File: src/rtl/fifo_pkg.sv
// -----------------------------------------------------------------------------
// fifo_pkg
// Shared definitions for the FIFO RAM controller:
//   READ_LATENCY - registered read latency of the attached simple dual-port RAM
//   PTR_W_MAX    - widest pointer the ptr_inc helper handles
//   ptr_inc()    - circular pointer increment with wrap at depth-1
// -----------------------------------------------------------------------------
package fifo_pkg;

  localparam int unsigned READ_LATENCY = 2;
  localparam int unsigned PTR_W_MAX    = 32;

  // Advance a circular pointer; depth need not be a power of two.
  function automatic logic [PTR_W_MAX-1:0] ptr_inc(
    input logic [PTR_W_MAX-1:0] ptr,
    input logic [PTR_W_MAX-1:0] depth
  );
    logic [PTR_W_MAX-1:0] w_next;
    if (ptr == (depth - PTR_W_MAX'(1))) begin
      w_next = '0;
    end else begin
      w_next = ptr + PTR_W_MAX'(1);
    end
    return w_next;
  endfunction

endpackage : fifo_pkg

File: src/rtl/fifo_ptr.sv
// -----------------------------------------------------------------------------
// fifo_ptr
// Circular address pointer: advances on i_en, wraps from DEPTH-1 to 0,
// synchronous clear, asynchronous active-high reset.
// Ports:
//   i_clk    clock
//   i_reset  async active-high reset
//   i_clear  synchronous clear to 0 (priority over i_en)
//   i_en     advance by one entry
//   o_ptr    current pointer value
// -----------------------------------------------------------------------------
module fifo_ptr
  import fifo_pkg::*;
#(
  parameter int unsigned ADDR  = 10,
  parameter int unsigned DEPTH = 1024
) (
  input  logic            i_clk,
  input  logic            i_reset,
  input  logic            i_clear,
  input  logic            i_en,
  output logic [ADDR-1:0] o_ptr
);

  logic [ADDR-1:0] r_ptr;
  logic [ADDR-1:0] w_ptr_inc;

  assign w_ptr_inc = ADDR'(ptr_inc(PTR_W_MAX'(r_ptr), PTR_W_MAX'(DEPTH)));

  // Pointer register
  always_ff @(posedge i_clk or posedge i_reset) begin
    if (i_reset) begin
      r_ptr <= '0;
    end else if (i_clear) begin
      r_ptr <= '0;
    end else if (i_en) begin
      r_ptr <= w_ptr_inc;
    end
  end

  assign o_ptr = r_ptr;

endmodule : fifo_ptr

File: src/rtl/fifo_ram_ctrl.sv
// -----------------------------------------------------------------------------
// fifo_ram_ctrl
// Single-clock FIFO controller driving a simple dual-port RAM (2-cycle
// registered read) as a circular buffer. Owns pointers, occupancy, status
// flags, sticky error flags and the read-data valid strobe.
// Ports:
//   i_clk, i_reset        clock, async active-high reset (also feed the RAM)
//   i_clear               synchronous flush, priority over push/pop
//   i_push, i_push_data   write request and data
//   i_pop                 read request
//   o_pop_data            read data (pass-through of i_ram_rd_data)
//   o_pop_valid           o_pop_data valid this cycle
//   o_ram_wr_en/addr/data RAM write port (combinational)
//   o_ram_rd_en/addr      RAM read port (combinational)
//   i_ram_rd_data         RAM read data
//   o_count               occupancy, ADDR+1 bits
//   o_full, o_empty, o_almost_full, o_almost_empty  status decoded from count
//   o_overflow, o_underflow  sticky error flags
// -----------------------------------------------------------------------------
module fifo_ram_ctrl
  import fifo_pkg::*;
#(
  parameter int unsigned DEPTH    = 1024,
  parameter int unsigned WIDTH    = 8,
  parameter int unsigned ADDR     = 10,
  parameter int unsigned AF_LEVEL = DEPTH - 4,
  parameter int unsigned AE_LEVEL = 4
) (
  input  logic             i_clk,
  input  logic             i_reset,
  input  logic             i_clear,
  input  logic             i_push,
  input  logic [WIDTH-1:0] i_push_data,
  input  logic             i_pop,
  output logic [WIDTH-1:0] o_pop_data,
  output logic             o_pop_valid,
  output logic             o_ram_wr_en,
  output logic [ADDR-1:0]  o_ram_wr_addr,
  output logic [WIDTH-1:0] o_ram_wr_data,
  output logic             o_ram_rd_en,
  output logic [ADDR-1:0]  o_ram_rd_addr,
  input  logic [WIDTH-1:0] i_ram_rd_data,
  output logic [ADDR:0]    o_count,
  output logic             o_full,
  output logic             o_empty,
  output logic             o_almost_full,
  output logic             o_almost_empty,
  output logic             o_overflow,
  output logic             o_underflow
);

  localparam int unsigned CNT_W = ADDR + 1;

  logic [CNT_W-1:0]        r_count;
  logic [READ_LATENCY-1:0] r_vld;
  logic                    r_overflow;
  logic                    r_underflow;

  logic                    w_full;
  logic                    w_empty;
  logic                    w_wr_acc;
  logic                    w_rd_acc;
  logic [ADDR-1:0]         w_wr_ptr;
  logic [ADDR-1:0]         w_rd_ptr;
  logic [CNT_W-1:0]        w_count_next;

  // Status decoded from the count register only, never from inputs
  assign w_full  = (r_count == CNT_W'(DEPTH));
  assign w_empty = (r_count == '0);

  // Clear wins over both requests; full rejects push, empty rejects pop
  assign w_wr_acc = i_push & ~w_full  & ~i_clear;
  assign w_rd_acc = i_pop  & ~w_empty & ~i_clear;

  // Write and read pointers
  fifo_ptr #(
    .ADDR  (ADDR),
    .DEPTH (DEPTH)
  ) u_wr_ptr (
    .i_clk   (i_clk),
    .i_reset (i_reset),
    .i_clear (i_clear),
    .i_en    (w_wr_acc),
    .o_ptr   (w_wr_ptr)
  );

  fifo_ptr #(
    .ADDR  (ADDR),
    .DEPTH (DEPTH)
  ) u_rd_ptr (
    .i_clk   (i_clk),
    .i_reset (i_reset),
    .i_clear (i_clear),
    .i_en    (w_rd_acc),
    .o_ptr   (w_rd_ptr)
  );

  // Acceptance rules keep this within 0..DEPTH without saturation logic
  assign w_count_next = r_count + CNT_W'(w_wr_acc) - CNT_W'(w_rd_acc);

  // Occupancy counter
  always_ff @(posedge i_clk or posedge i_reset) begin
    if (i_reset) begin
      r_count <= '0;
    end else if (i_clear) begin
      r_count <= '0;
    end else begin
      r_count <= w_count_next;
    end
  end

  // Valid shift register matching the RAM's registered read latency
  always_ff @(posedge i_clk or posedge i_reset) begin
    if (i_reset) begin
      r_vld <= '0;
    end else if (i_clear) begin
      r_vld <= '0;
    end else begin
      r_vld <= {r_vld[READ_LATENCY-2:0], w_rd_acc};
    end
  end

  // Sticky error flags
  always_ff @(posedge i_clk or posedge i_reset) begin
    if (i_reset) begin
      r_overflow  <= 1'b0;
      r_underflow <= 1'b0;
    end else if (i_clear) begin
      r_overflow  <= 1'b0;
      r_underflow <= 1'b0;
    end else begin
      if (i_push && w_full) begin
        r_overflow <= 1'b1;
      end
      if (i_pop && w_empty) begin
        r_underflow <= 1'b1;
      end
    end
  end

  // RAM ports
  assign o_ram_wr_en   = w_wr_acc;
  assign o_ram_wr_addr = w_wr_ptr;
  assign o_ram_wr_data = i_push_data;
  assign o_ram_rd_en   = w_rd_acc;
  assign o_ram_rd_addr = w_rd_ptr;

  // Consumer side
  assign o_pop_data  = i_ram_rd_data;
  assign o_pop_valid = r_vld[READ_LATENCY-1];

  // Status outputs
  assign o_count        = r_count;
  assign o_full         = w_full;
  assign o_empty        = w_empty;
  assign o_almost_full  = (r_count >= CNT_W'(AF_LEVEL));
  assign o_almost_empty = (r_count <= CNT_W'(AE_LEVEL));
  assign o_overflow     = r_overflow;
  assign o_underflow    = r_underflow;

endmodule : fifo_ram_ctrl

File: config.mk
export PLATFORM = sky130hd
export DESIGN_NAME = fifo_ram_ctrl
export DESIGN_NICKNAME = d
export VERILOG_FILES = /design/src/rtl/fifo_pkg.sv /design/src/rtl/fifo_ptr.sv /design/src/rtl/fifo_ram_ctrl.sv
export SDC_FILE = /design/constraint.sdc
export NUM_CORES = 1
export LEC_CHECK = 0
export BUFFER_PORTS_ARGS = -buffer_cell sky130_fd_sc_hd__buf_2
export CAP_MARGIN = 30
export CORE_ASPECT_RATIO = 1.5
export CORE_MARGIN = 2
export CORE_UTILIZATION = 30
export DETAILED_ROUTE_END_ITERATION = 16
export HOLD_SLACK_MARGIN = 0.12
export REMOVE_ABC_BUFFERS = 1
export SYNTH_ARGS = -nofsm -noshare
export SYNTH_HDL_FRONTEND = slang
export SYNTH_SLANG_ARGS = --single-unit
File: constraint.sdc
create_clock -name i_clk -period 3.6 [get_ports i_clk]
set_input_delay 0.72 -clock i_clk [delete_from_list [all_inputs] [get_ports i_clk]]
set_output_delay 0.72 -clock i_clk [all_outputs]
set_load 0.05 [all_outputs]
; ---- Word level (Yosys, flattened, before mapping)
; Cells that the tools add are included.
[word_totals]
reg_bits = 35
elab_cells = 41
output_inout_bits = 56
inputBits = 21
[op_classes]
n_mux = 12
add_sub_neg = 4
n_reduce_logical = 7
n_eq_ne = 3
magnitude_cmp = 2
bitwise = 7
[op_table]
columns = op, n
row1 = $mux 10, 6
row2 = $add 10x1->10 const B, 2
row3 = $eq 10x10->1 const B, 2
row4 = $add 11x1->11, 1
row5 = $eq 11x11->1 const B, 1
row6 = $ge 11x10->1 const B, 1
row7 = $le 11x3->1 const B, 1
row8 = $logic_not 11->1, 1
row9 = $mux 11, 1
row10 = $sub 11x1->11, 1
row11 = $reduce_bool 2->1, 4
row12 = $and 1x1->1, 4
row13 = $mux 1, 4
row14 = $not 1->1, 3
row15 = $logic_and 1x1->1, 2
row16 = $mux 2, 1

; ---- Logic depth before layout (Yosys ltp)
[depth]
ltp_word = 7
depth_mapped = 16
depth_no_buf = 15

; ---- Modules after synthesis
; From an unflattened synthesis, not the netlist that was laid out.
[hier_totals]
cells_unflattened = 277
hier_area_um2 = 2581.2
[by_module_without_submodules]
columns = mod, area_per_inst_um2, seq_area_each_um2, cells_per_inst, instances
row1 = fifo_ram_ctrl, 1507.7, 375.4, 165, 1
row2 = fifo_ptr, 536.8, 250.2, 56, 2

; ---- Worst setup path after synthesis
; No wires, ideal clock.
[synth_timing]
path_type = register to register
start = register r_count[6], in the netlist o_count[6]
end = register r_count[10], in the netlist o_count[10]
required_time_ns = 3.475
setup_ns = 0.125
n_path_buf = 1
setup_slack_ns = -0.398
synth_period_minus_slack_ns = 3.998
path_stages_with_launch = 17
t_arrival_ns = 3.873
cell_sequence = dfrtp_1 -> inv_1 -> ha_1 -> or3b_1 -> buf_6 -> o21ai_2 -> nor2_1 -> ha_1 -> inv_1 -> ha_1 -> inv_1 -> fa_1 -> nor2b_1 -> o221ai_1 -> nand2_1 -> a211oi_1 -> mux2_2
[synth_via]
elab_cells_between_ends = 11
cone_classes = 2 x add/sub / 1 x eq/ne / 1 x mux / 6 x bitwise / 1 x reduce/logical
[synth_rtl]
columns = element, line
row1 = start: declaration, fifo_ram_ctrl.sv:54  ; logic [CNT_W-1:0] r_count;
row2 = start signal: assignment, fifo_ram_ctrl.sv:108  ; r_count <= w_count_next;
row3 = $logic_not 11->1, fifo_ram_ctrl.sv:69  ; assign w_empty = (r_count == '0);
row4 = $not 1->1, fifo_ram_ctrl.sv:73  ; assign w_rd_acc = i_pop & ~w_empty & ~i_clear;
row5 = $and 1x1->1 (2 in a row), fifo_ram_ctrl.sv:73
row6 = via o_ram_rd_en, fifo_ram_ctrl.sv:40  ; output logic o_ram_rd_en,
row7 = $sub 11x1->11, fifo_ram_ctrl.sv:99  ; assign w_count_next = r_count + CNT_W'(w_wr_acc) - CNT_W'(w_rd_acc);
row8 = $mux 11, fifo_ram_ctrl.sv:105  ; end else if (i_clear) begin
; The timed path passes the listed nets, and every way through them passes these cells.
; A chain may end at the register's enable or synchronous reset.

; ---- Worst setup path after layout
[layout_timing]
start = register r_count[6], in the netlist o_count[6]
end = register r_count[10], in the netlist o_count[10]
[layout_via]
elab_chain_len = 7
elab_cells_between_ends = 11
cone_classes = 2 x add/sub / 1 x eq/ne / 1 x mux / 6 x bitwise / 1 x reduce/logical
[layout_lines]
columns = element, line
row1 = $eq 11x11->1, fifo_ram_ctrl.sv:68  ; assign w_full = (r_count == CNT_W'(DEPTH));
row2 = $not 1->1, fifo_ram_ctrl.sv:72  ; assign w_wr_acc = i_push & ~w_full & ~i_clear;
row3 = $and 1x1->1 (2 in a row), fifo_ram_ctrl.sv:72
row4 = $add 11x1->11, fifo_ram_ctrl.sv:99
row5 = $sub 11x1->11 (*), fifo_ram_ctrl.sv:99
row6 = $mux 11 (*), fifo_ram_ctrl.sv:105
; Mark *: on every way between the ends. The rest lies on a longest branch, timed or not.

==> metrics.md <==
| Metric | Value |
|---|---|
| Status | completed |
| CTS Root Cell | clkbuf_16 |
| Vias/cell | 5.00 |
| # nets final | 353 |
| Multi-input gate area in the final layout | 1370 um^2 |
| Hold_ws | roughly 0.46 ns |
| Critical Path AT | 3.51 ns |
| Dominant synthesized flop cell | dfrtp_1 |
| Yosys top cell by area | dfrtp_1 |
| Share of the synthesized area in the top cell type | a little over a third |
| Clock Skew | 0.00281 ns |
| DRT iter0 DRCs | 116 |
| First-pass GRT wire length | 9.79 mm |
| Layout area overhead | 16.9% |
| Register area | 876 um^2 |
| GR Overflow Total | 0 |
| Core Rows | 40 |
| Reg-to-reg slack, setup | 0.26 ns |
| CP required | 3.77 ns |
| Port Buffer Count | 44 |
| Xor/xnor share of the synthesized area | 4.63% |
| Post-synthesis register bit count | 35 |
| Complex-gate fraction of the synthesized area | 13.5% |
| Post-Layout Cell Count | 407 |
| Synth Instances | roughly 270 |
| CP Launch Type | flip-flop |
| VDD IR max | 0.378 mV |
| Mapped cell area | about 2500 um^2 |
| CTS tree | yes |
| Leakage | 1.41 nW |
| Yosys warnings | 0 |
| Most common cell in the synthesized netlist | dfrtp_1 |
| # DRC | 0 |
| Slew of the pin with the lowest slew margin | around 0.46 ns |
| Number of fill cells | 829 |
| Die area | 8960 um^2 |
| I/O pins | 77 |
| Hold path start | r_vld[0] |
| Yosys cell types | 48 |
| Finished Cell Area | 2880 um^2 |
| RD Place Congestion | approximately 0.85 |
| Initial antenna violation count | 0 |
| Num Clock Sinks | 35 |
| Die X | 78.0 um |
| Clk pin slew, worst setup/hold paths | 0.06 ns |
| Worst r2r path cells | 15 |
| Worst hold path class | reg -> reg |
| ANT cells | 0 |
| Placed cell count | 399 |
| Total Wirelength | approximately 6.0 mm |
| Share of synthesized registers carrying an async set or reset | between 90% and 100% |
| Final worst-path setup slack | about 0.26 ns |
| Setup bufs post-CTS | 0 |
| Period utilization | between 90% and 100% |
| Max-Cap Viols | 0 |
| Core area | 8010 um^2 |
| Max Buffers Root-to-Sink | 2 |
| Max-slew headroom | 69.0% |
| Vias in the first global route | slightly below 2,000 |
| Largest net degree at the start of global routing | 36 |
| Critical path type | reg -> reg |
| Via count | 2,033 |
| Post-synthesis sequential area ratio | a little over a third |
| Worst reg2reg endpoint | o_count[10] |
| RSZ-0062 raised after global routing | false |
| RR Startpoint | o_count[6] |
| Final Hold Viols | 0 |
| Area post-placement | 2710 um^2 |
| Total CTS buffers | 5 |
| Layout cell share with drive strength beyond 1 | 23.5% |
| Hold path depth | 1 |
| Post-place setup slack | 0.174 ns |
| Synth Area in Adders | 16.1% |
| Pwr/cell area | 771 nW/um^2 |
| CP Capture Type | flip-flop |
| Post-synth EDFFs | 0 |
| Main combinational cell family by area after synthesis | simple AND/OR/NAND/NOR gates |
| Detail Placement HPWL | between 4 and 5 mm |
| Largest cells by area after synthesis | dfrtp_1, ha_1, nor2_1 |
| Starting Density | approximately 31% |
| Finish-stage setup viols | 0 |
| Clk_lat worst skew | 0.28 ns |
| Simple-gate share of the synthesized area | between 10% and 20% |
| Top cells by count, synth | dfrtp_1, nor2_1, ha_1 |
| H-tree levels | 2 |
| Final Max Tran Viols | 0 |
| Critical Path Fanout Max | 6 |
| Drt wl/cell | 14.8 um |
| Syn Area/Cell | 9.29 um^2 |
| Tmin final | 3.34 ns |
| Antenna viol nets, final | 0 |
| Die Y | roughly 110 um |
| Tot Pwr | 2.22 mW |
| First-pass DRT Iterations | 4 |
| Sink of the worst hold path | r_vld[1] |
| Mux cell area share after synthesis | 1.32% |
| Total Routing Usage GR | 13.9% |
| Max Freq | about 300 MHz |
[worst max path at each step]
stage	from	endpoint	slack, ns	cells past startpoint
6_report	o_count[6]	o_count[10]	0.26	15
5_1_grt	o_count[6]	o_count[10]	0.03	15
3_3_place_gp	o_count[7]	o_count[10]	0.30	15
2_1_floorplan	o_count[6]	o_count[10]	-0.43	15
3_5_place_dp	o_count[6]	o_count[10]	0.17	15
4_1_cts	o_count[6]	o_count[10]	0.14	15
[logic make-up (layout without fill, tap and decap cells)]
| family | count (synthesis) | in the layout |
|---|---|---|
| AO/OA/AOI/OAI | 49 | 49 |
| flip-flops | 35 | 35 |
| adder cells (fa/ha/maj) | 31 | 31 |
| AND/OR/NAND/NOR | 93 | 93 |
| buffers and inverters | 41 | 78 |
| XOR/XNOR | 13 | 13 |
| multiplexers | 3 | 3 |
[registers in the layout, indices dropped and copies added, names as in the netlist]
register        cells
r_vld               2
o_count            11
o_underflow         1
u_rd_ptr.o_ptr     10
u_wr_ptr.o_ptr     10
o_overflow          1
[placed cells by master, fill, tap and decap left out, types with 3 or more instances in the layout]
cell       instances
nor2b_1            5
buf_2             44
a21oi_1           15
nand3_1           12
and3_1             3
or3_1              3
dfrtp_1           35
nor3_1             4
xor2_1             7
inv_1             21
buf_4              5
nand4_1            7
a21o_1             3
nor2_1            34
ha_1              30
a31oi_1            4
nand2_1            9
o21ai_0           10
xnor2_1            6
clkbuf_16          5
[worst max-delay path: stages, from the launching register on]
cell and delay [ns]:
dfrtp_1 0.42, inv_1 0.13, ha_1 0.18, or3b_4 0.43
o21ai_2 0.17, nor2_1 0.08, ha_1 0.30, inv_1 0.07
ha_1 0.16, inv_1 0.05, fa_1 0.39, nor2b_2 0.16
o221ai_1 0.16, nand2_1 0.16, a211oi_2 0.09, mux2_2 0.27
[per-stage QoR]
| step | utilization, % | TNS, ns |
|---|---|---|
| detailed placement | 33.8 | 0 |
| finish | 35.9 | 0 |
| global placement | 33.8 | 0 |
| global route | 35.9 | 0 |
| floorplan | - | -1.76 |
| CTS | 35.8 | 0 |
[final cells by class]
class                      count  area share, %
tap                          105           4.57
inverter                      21           2.74
timing repair buffer          49           8.96
sequential                    35           30.4
clock inverter                 1          0.261
multi-input combinational    189           47.7
clock buffer                   7           5.30
[layer usage]
metal	GRT usage, %	part of all wire [%]	up-vias
met4	7.72	3.8	0
met3	3.85	3.9	13
li1	-	-	973
met2	22.6	49	54
met5	2.22	0	-
met1	16.2	43	993
[report_power, final]
group          switching [mW]  internal (mW)
Combinational           0.798          0.440
Clock                   0.165          0.294
Sequential             0.0671          0.455
Total                    1.03           1.19
[timing repair]
item / in CTS / in global routing
resized for setup: 0 / 3
hold buffers: 0 / 0
setup endpoints to repair: 0 / 2
Power figures use the tool's default switching activity.
